`src/rtl/iter_shifter.sv`:
```
// Multi-cycle shifter/rotator: captures an operand on Start, shifts up to STEP bits per
// clock in the captured mode, then registers the result and pulses Done for one cycle.
`timescale 1ns/1ps
module iter_shifter #(
  parameter  int WIDTH = 32,
  parameter  int STEP  = 1,
  localparam int AW    = $clog2(WIDTH)
) (
  input  logic             i_clock,
  input  logic             i_reset,
  input  logic             i_start,
  input  logic [WIDTH-1:0] i_input,
  input  logic [AW-1:0]    i_shift_amt,
  input  logic [1:0]       i_mode,
  output logic             o_busy,
  output logic             o_done,
  output logic [WIDTH-1:0] o_output
);

  typedef enum logic [1:0] {MODE_LSL, MODE_LSR, MODE_ASR, MODE_ROR} mode_e;
  typedef enum logic {S_IDLE, S_SHIFT} state_e;

  localparam logic [AW-1:0] STEP_L  = AW'(STEP);
  localparam logic [AW:0]   WIDTH_L = (AW+1)'(WIDTH);

  state_e           r_state, w_next;
  mode_e            r_mode;
  logic [WIDTH-1:0] r_work, r_out;
  logic [AW-1:0]    r_rem;
  logic             r_sign, r_done;

  logic             w_accept, w_last;
  logic [AW-1:0]    w_s;
  logic [AW:0]      w_rot;
  logic [WIDTH-1:0] w_fill, w_shift;

  assign w_accept = (r_state == S_IDLE) && i_start;
  assign w_last   = (r_rem <= STEP_L);
  assign w_s      = w_last ? r_rem : STEP_L;
  assign w_rot    = WIDTH_L - {1'b0, w_s};
  // ASR fills from the sign captured at Start, not from the current working value.
  assign w_fill   = r_sign ? ~({WIDTH{1'b1}} >> w_s) : '0;

  always_comb begin
    w_shift = r_work;
    case (r_mode)
      MODE_LSL: w_shift = r_work << w_s;
      MODE_LSR: w_shift = r_work >> w_s;
      MODE_ASR: w_shift = (r_work >> w_s) | w_fill;
      MODE_ROR: w_shift = (r_work >> w_s) | (r_work << w_rot);
      default:  w_shift = r_work;
    endcase
  end

  always_comb begin
    w_next = r_state;
    if (r_state == S_IDLE) begin
      if (i_start) w_next = S_SHIFT;
    end else begin
      if (w_last) w_next = S_IDLE;
    end
  end

  always_ff @(posedge i_clock or posedge i_reset) begin
    if (i_reset) r_state <= S_IDLE;
    else         r_state <= w_next;
  end

  always_ff @(posedge i_clock or posedge i_reset) begin
    if (i_reset) begin
      r_work <= '0;
      r_rem  <= '0;
      r_mode <= MODE_LSL;
      r_sign <= 1'b0;
      r_out  <= '0;
      r_done <= 1'b0;
    end else begin
      r_done <= 1'b0;
      if (w_accept) begin
        r_work <= i_input;
        r_rem  <= i_shift_amt;
        r_mode <= mode_e'(i_mode);
        r_sign <= i_input[WIDTH-1];
      end else if (r_state == S_SHIFT) begin
        r_work <= w_shift;
        r_rem  <= r_rem - w_s;
        if (w_last) begin
          r_out  <= w_shift;
          r_done <= 1'b1;
        end
      end
    end
  end

  assign o_busy   = (r_state == S_SHIFT);
  assign o_done   = r_done;
  assign o_output = r_out;

endmodule

```
`config.mk`:
```
export PLATFORM = sky130hd
export DESIGN_NAME = iter_shifter
export DESIGN_NICKNAME = d
export VERILOG_FILES = /design/src/rtl/iter_shifter.sv
export SDC_FILE = /design/constraint.sdc
export NUM_CORES = 1
export LEC_CHECK = 0
export CORE_UTILIZATION = 55
export CTS_CLUSTER_SIZE = 20
export DETAILED_ROUTE_END_ITERATION = 16
export HOLD_SLACK_MARGIN = 0.12
export PLACE_DENSITY = 0.78
export SYNTH_ARGS = -nofsm -noshare
export SYNTH_HDL_FRONTEND = slang
export SYNTH_SLANG_ARGS = --single-unit
```
`constraint.sdc`:
```
create_clock -name i_clock -period 4.2 [get_ports i_clock]
set_input_delay 0.63 -clock i_clock [delete_from_list [all_inputs] [get_ports i_clock]]
set_output_delay 0.63 -clock i_clock [all_outputs]
set_load 0.005 [all_outputs]
```
# Word level (Yosys, flattened, before mapping)
# Cells that the tools add are included.
dict set report classes {
  add_sub_neg 2
  n_lt_le_gt_ge 1
  eq_ne 3
  shift 4
  mux 13
  bitwise_logic 5
  reduce_logical 4
}
# op count
set op_table {}
lappend op_table {{case mux 32 bit (4 select lines)} 1}
lappend op_table {{two-way mux 32 bit} 3}
lappend op_table {{OR 32 bit} 2}
lappend op_table {{inverter 32 bit} 1}
lappend op_table {{left shift 32 x 5 -> 32 bit} 1}
lappend op_table {{left shift 32 x 6 -> 32 bit} 1}
lappend op_table {{>> shifter 32 x 5 -> 32 bit} 1}
lappend op_table {{>> shifter 32 x 5 -> 32 bit, first input constant} 1}
lappend op_table {{two-way mux 5 bit} 3}
lappend op_table {{two-way mux 1 bit} 6}
lappend op_table {{subtractor 6 x 5 -> 6 bit, first input constant} 1}
lappend op_table {{<= comparator 5 x 1 -> 1 bit, second input constant} 1}
lappend op_table {{subtractor 5 bit} 1}
lappend op_table {{equality test 2 bit, second input constant} 2}
lappend op_table {{AND reduction 3 bit} 1}
lappend op_table {{equality test 2 x 1 -> 1 bit, second input constant} 1}
lappend op_table {{zero test 2 bit} 1}
lappend op_table {{inverter 1 bit} 2}
lappend op_table {{nonzero test 2 bit} 1}
lappend op_table {{logical AND 1 bit} 1}
dict set report totals {
  reg_bits 74
  input_bits 42
  output_inout_bits 34
  elab_cells 39
}

# Longest topological paths before layout
dict set report logic_depth {
  depth_word 9
  depth_mapped 18
  mapped_depth_nobuf 12
}

# Worst setup path after synthesis
# No wires, ideal clock.
dict set report synth_path {
  path_type {flip-flop to flip-flop}
  start {register r_rem[1]}
  end {register r_work[25]}
  setup_time_ns 0.078
  arrival_ns 3.571
  t_required_ns 4.122
  setup_slack_ns 0.551
  path_stages_with_launch 18
  path_buffers 6
  synth_period_minus_slack_ns 3.649
  path_cell_list {dfrtp_1 -> nor4_4 -> nand2b_2 -> buf_6 -> inv_8 -> buf_12 -> buf_6 -> buf_2 -> ha_1 -> buf_2 -> inv_1 -> ha_1 -> or3_1 -> nor2_1 -> buf_2 -> nand2_1 -> a22o_1 -> a21oi_1}
}
dict set report synth_via {
  elab_chain_cells 9
  word_cells_on_any_way 14
  classes_between {1 x add/sub; 1 x order compare; 4 x shift; 5 x mux; 3 x bitwise}
}
# element line_no
set synth_rtl {}
lappend synth_rtl {{start, declared} 29} ;# logic [AW-1:0] r_rem;
lappend synth_rtl {{start signal, assigned} 81} ;# r_rem <= i_shift_amt;
lappend synth_rtl {{start signal, assigned} 86} ;# r_rem <= r_rem - w_s;
lappend synth_rtl {{<= comparator 5 x 1 -> 1 bit} 38} ;# assign w_last = (r_rem <= STEP_L);
lappend synth_rtl {{two-way mux 5 bit *} 39} ;# assign w_s = w_last ? r_rem : STEP_L;
lappend synth_rtl {{parallel branches: the longest is 4 deep, another holds subtractor 6 x 5 -> 6 bit} n/a}
lappend synth_rtl {{case mux 32 bit (4 select lines) *} 46} ;# case (r_mode)
lappend synth_rtl {{two-way mux 32 bit *} 84} ;# end else if (r_state == S_SHIFT) begin
lappend synth_rtl {{two-way mux 32 bit *} 79} ;# if (w_accept) begin
lappend synth_rtl {{end signal, assigned} 80} ;# r_work <= i_input;
lappend synth_rtl {{end signal, assigned} 85} ;# r_work <= w_shift;
lappend synth_rtl {{end, declared} 28} ;# logic [WIDTH-1:0] r_work, r_out;
# Mark *: on every way between the ends. The select of a mux whose other input is x is not followed.
# A chain may end at the register's enable or synchronous reset.

# Worst setup path in the final report
dict set report layout_path {
  start {register r_rem[1]}
  end {register r_work[29]}
}
# The elaborated chain is that of the path after synthesis.

==> impl_metrics.ini <==
[route]
drc = 0
drtAntennaViolNets = 0
dr.pass1.iters = 5
routed_wl_um = 13800
drt-initial-drc-count = 416
wl_per_cell_um = 19.0
routed_via_density = 6.35
via_count = 4597

[worst_setup_path]
r2r_setup_slack_ns = 0.63
crit_path_start_kind = flip-flop
required_ns = 4.42
reg2regPathDepth = 10
worst-setup-path-type = reg2reg
critPathCaptureType = flip-flop
max_stage_delay_ns = 0.48
crit_buf_inv = 3
r2r_start = r_rem[1]
arrival_ns = 3.79
reg2reg_to = r_work[29]
path_delay_family = buffers and inverters
path_cells = nor4_4 -> nand2b_2 -> buf_4 -> ha_1 -> inv_1 -> buf_4 -> mux4_2 -> a221oi_2 -> a2bb2oi_1 -> a21oi_1
cp_max_fo = 13
crit_top_cell = buf_4
slowest_stage = dfrtp_1

[floorplanning]
row_count = 34
start_util_pct = 56.5
die_y_um = 96.4
core_area_sq_um = 8680
io_pins = 76
fp.dieW_um = 96.4
die-area_sq_um = 9290

[grt]
grt_max_degree = 76
globalRouteTotalUtil_pct = 31.6
grt_overflow_total = 0
grt_antenna_before_repair = 0
grt_pass1_vias = 4267
grt_pass1_wl_um = 21900

[yosys]
netlist_area_sq_um = 4900
synthArstFlopShare_pct = 100
post_synth.cell_area_avg_sq_um = 8.74
synthFlopType = dfrtp_1
seq_area_frac_synth_pct = 37.8
synth-edff-count = 0
ys_seq_elements = 74
synth_warnings = 0
yosysUniqueCellTypes = 62
syn_inst = 561

[timing]
fin_setup_tns_ns = 0
skew_ns = 0.0135
finalSetupViolCount = 0
report.final.slew_viol_count = 0
post-route-period-util_pct = 85.1
post-route-min-period_ns = 3.57
rsz0062_at_grt = false
tightest_slew_ns = 1.04
hold_viol = 0
fmax_mhz = 280
slew_headroom_pct = 30.5

[final_layout]
regArea_sq_um = 1850
areaGrowthSynthToFinish_pct = 20.0
multi_input_area_sq_um = 2780
fillers = 729
final_common_cell = nand2_1
final_cell_mix = nand2_1, clkdlybuf4s50_1, dfrtp_1
final_area_sq_um = 5880
drive_gt1_share_pct = 9.74
instances_no_fill = 724
n_antenna_cell = 0
fin_nets = 658

[pwr]
p_leak_nw = 2.40
power.density_nw_per_um2 = 830
ir_drop_mv = 0.391
fin_total_pwr_mw = 4.88

[job]
cap_violations = 0

[clocking]
cts_max_level = 3
cts.clk_slew.worst_paths_ns = 0.08
clockBufferDepth = 2
hold_buffers = 0
clock_latency_ns = 0.37
cts.sinks = 74
cts_tree = done
post-cts-setup-buffers = 0
cts_buffers = 9
post_cts_resized = 0
root_buffer = clkbuf_8

[worst_hold_path]
min_to = o_output[5]
hold_path_class = reg2reg
holdPathStages = 2
worstHoldStart = o_output[5]

[place]
postPlaceCellArea_sq_um = 5640
gp_congestion = 0.953
port_buffers = 75
dpl.hpwl_um = 9620
numPlacedInstances = 708

[status]
status = finished, final reports clean
## sequential cells by signal (all words and copies together), names as in the netlist
register and count:
o_busy 1, o_done 1, o_output 32, r_mode 2, r_rem 5, r_sign 1
r_work 32
## worst min-delay path, cell delays in order, from the launching register on
cell and delay, ns:
dfrtp_1 0.35, nand2_1 0.04, o21ai_0 0.06
## synth_stat cells (2+ instances only)
cell type  number  area [sq um]
nand2_1       103           387
dfrtp_1        74          1850
a21oi_1        53           265
o21ai_0        43           215
nor2b_1        34           213
a211oi_1       33           248
clkbuf_1       29           109
nor2_1         23          86.3
mux4_2         18           405
nand3_1        13          65.1
o21ai_1        12          60.1
mux2i_1        11           110
buf_2           8          40.0
inv_1           8          30.0
a31oi_1         7          43.8
nor3_1          7          35.0
or3_1           6          37.5
a221o_1         5          50.1
a22oi_1         5          37.5
buf_1           5          18.8
ha_1            5          62.6
a32oi_1         4          35.0
nand2b_1        4          25.0
a221oi_1        3          26.3
buf_4           3          22.5
mux2_2          3          33.8
a2111oi_0       2          17.5
a21o_1          2          15.0
and3_1          2          12.5
buf_6           2          22.5
conb_1          2          7.51
o211ai_1        2          15.0
## worst max path at each step
stage / start / endpoint / cells past startpoint
global placement: r_rem[1] / r_work[29] / 10
floorplan: r_rem[1] / r_work[25] / 17
finish: r_rem[1] / r_work[29] / 10
global route: r_rem[1] / o_output[29] / 10
detailed placement: r_rem[1] / r_work[29] / 10
CTS: r_rem[1] / r_work[29] / 10
## metrics by stage
stage | hold slack [ns] | util, % | setup slack, ns
finish | 0.485 | 67.8 | 0.625
detailed placement | 0.472 | 65.0 | 0.639
CTS | 0.491 | 67.8 | 0.644
global route | 0.513 | 67.8 | 0.428
global placement | 0.463 | 65.0 | 0.746
floorplan | 0.452 | - | 0.551
## per-layer routing
metal,track usage [%],part of all wire (%)
met2,51.8,49
met1,43.1,44
met3,4.38,5.7
met4,10.7,1.9
met5,0,0
## report_power, final
part / switching [mW] / total [mW] / internal (mW)
Sequential: 0.487 / 1.57 / 1.09
Combinational: 1.35 / 2.62 / 1.28
Clock: 0.288 / 0.685 / 0.397
Total: 2.13 / 4.88 / 2.76
## kinds of logic (layout without fill, tap and decap cells)
group | after synthesis | in the layout | synth area share (%)
mux | 32 | 32 | 11.2
flops | 74 | 74 | 37.8
other cells | 2 | 4 | 0.153
fa+ha+maj | 5 | 5 | 1.28
buf+inv | 58 | 111 | 5.69
compound gates | 187 | 187 | 24.4
simple gates | 203 | 203 | 19.5
## area by class of cell
class,instances,share of cell area (%)
multi-input combinational,431,47.3
sequential,74,31.5
clock buffer,10,2.17
timing repair buffer,86,14.1
clock inverter,6,1.96
inverter,9,0.702
tap,108,2.30
No activity file was read; power rests on OpenSTA's default activity.
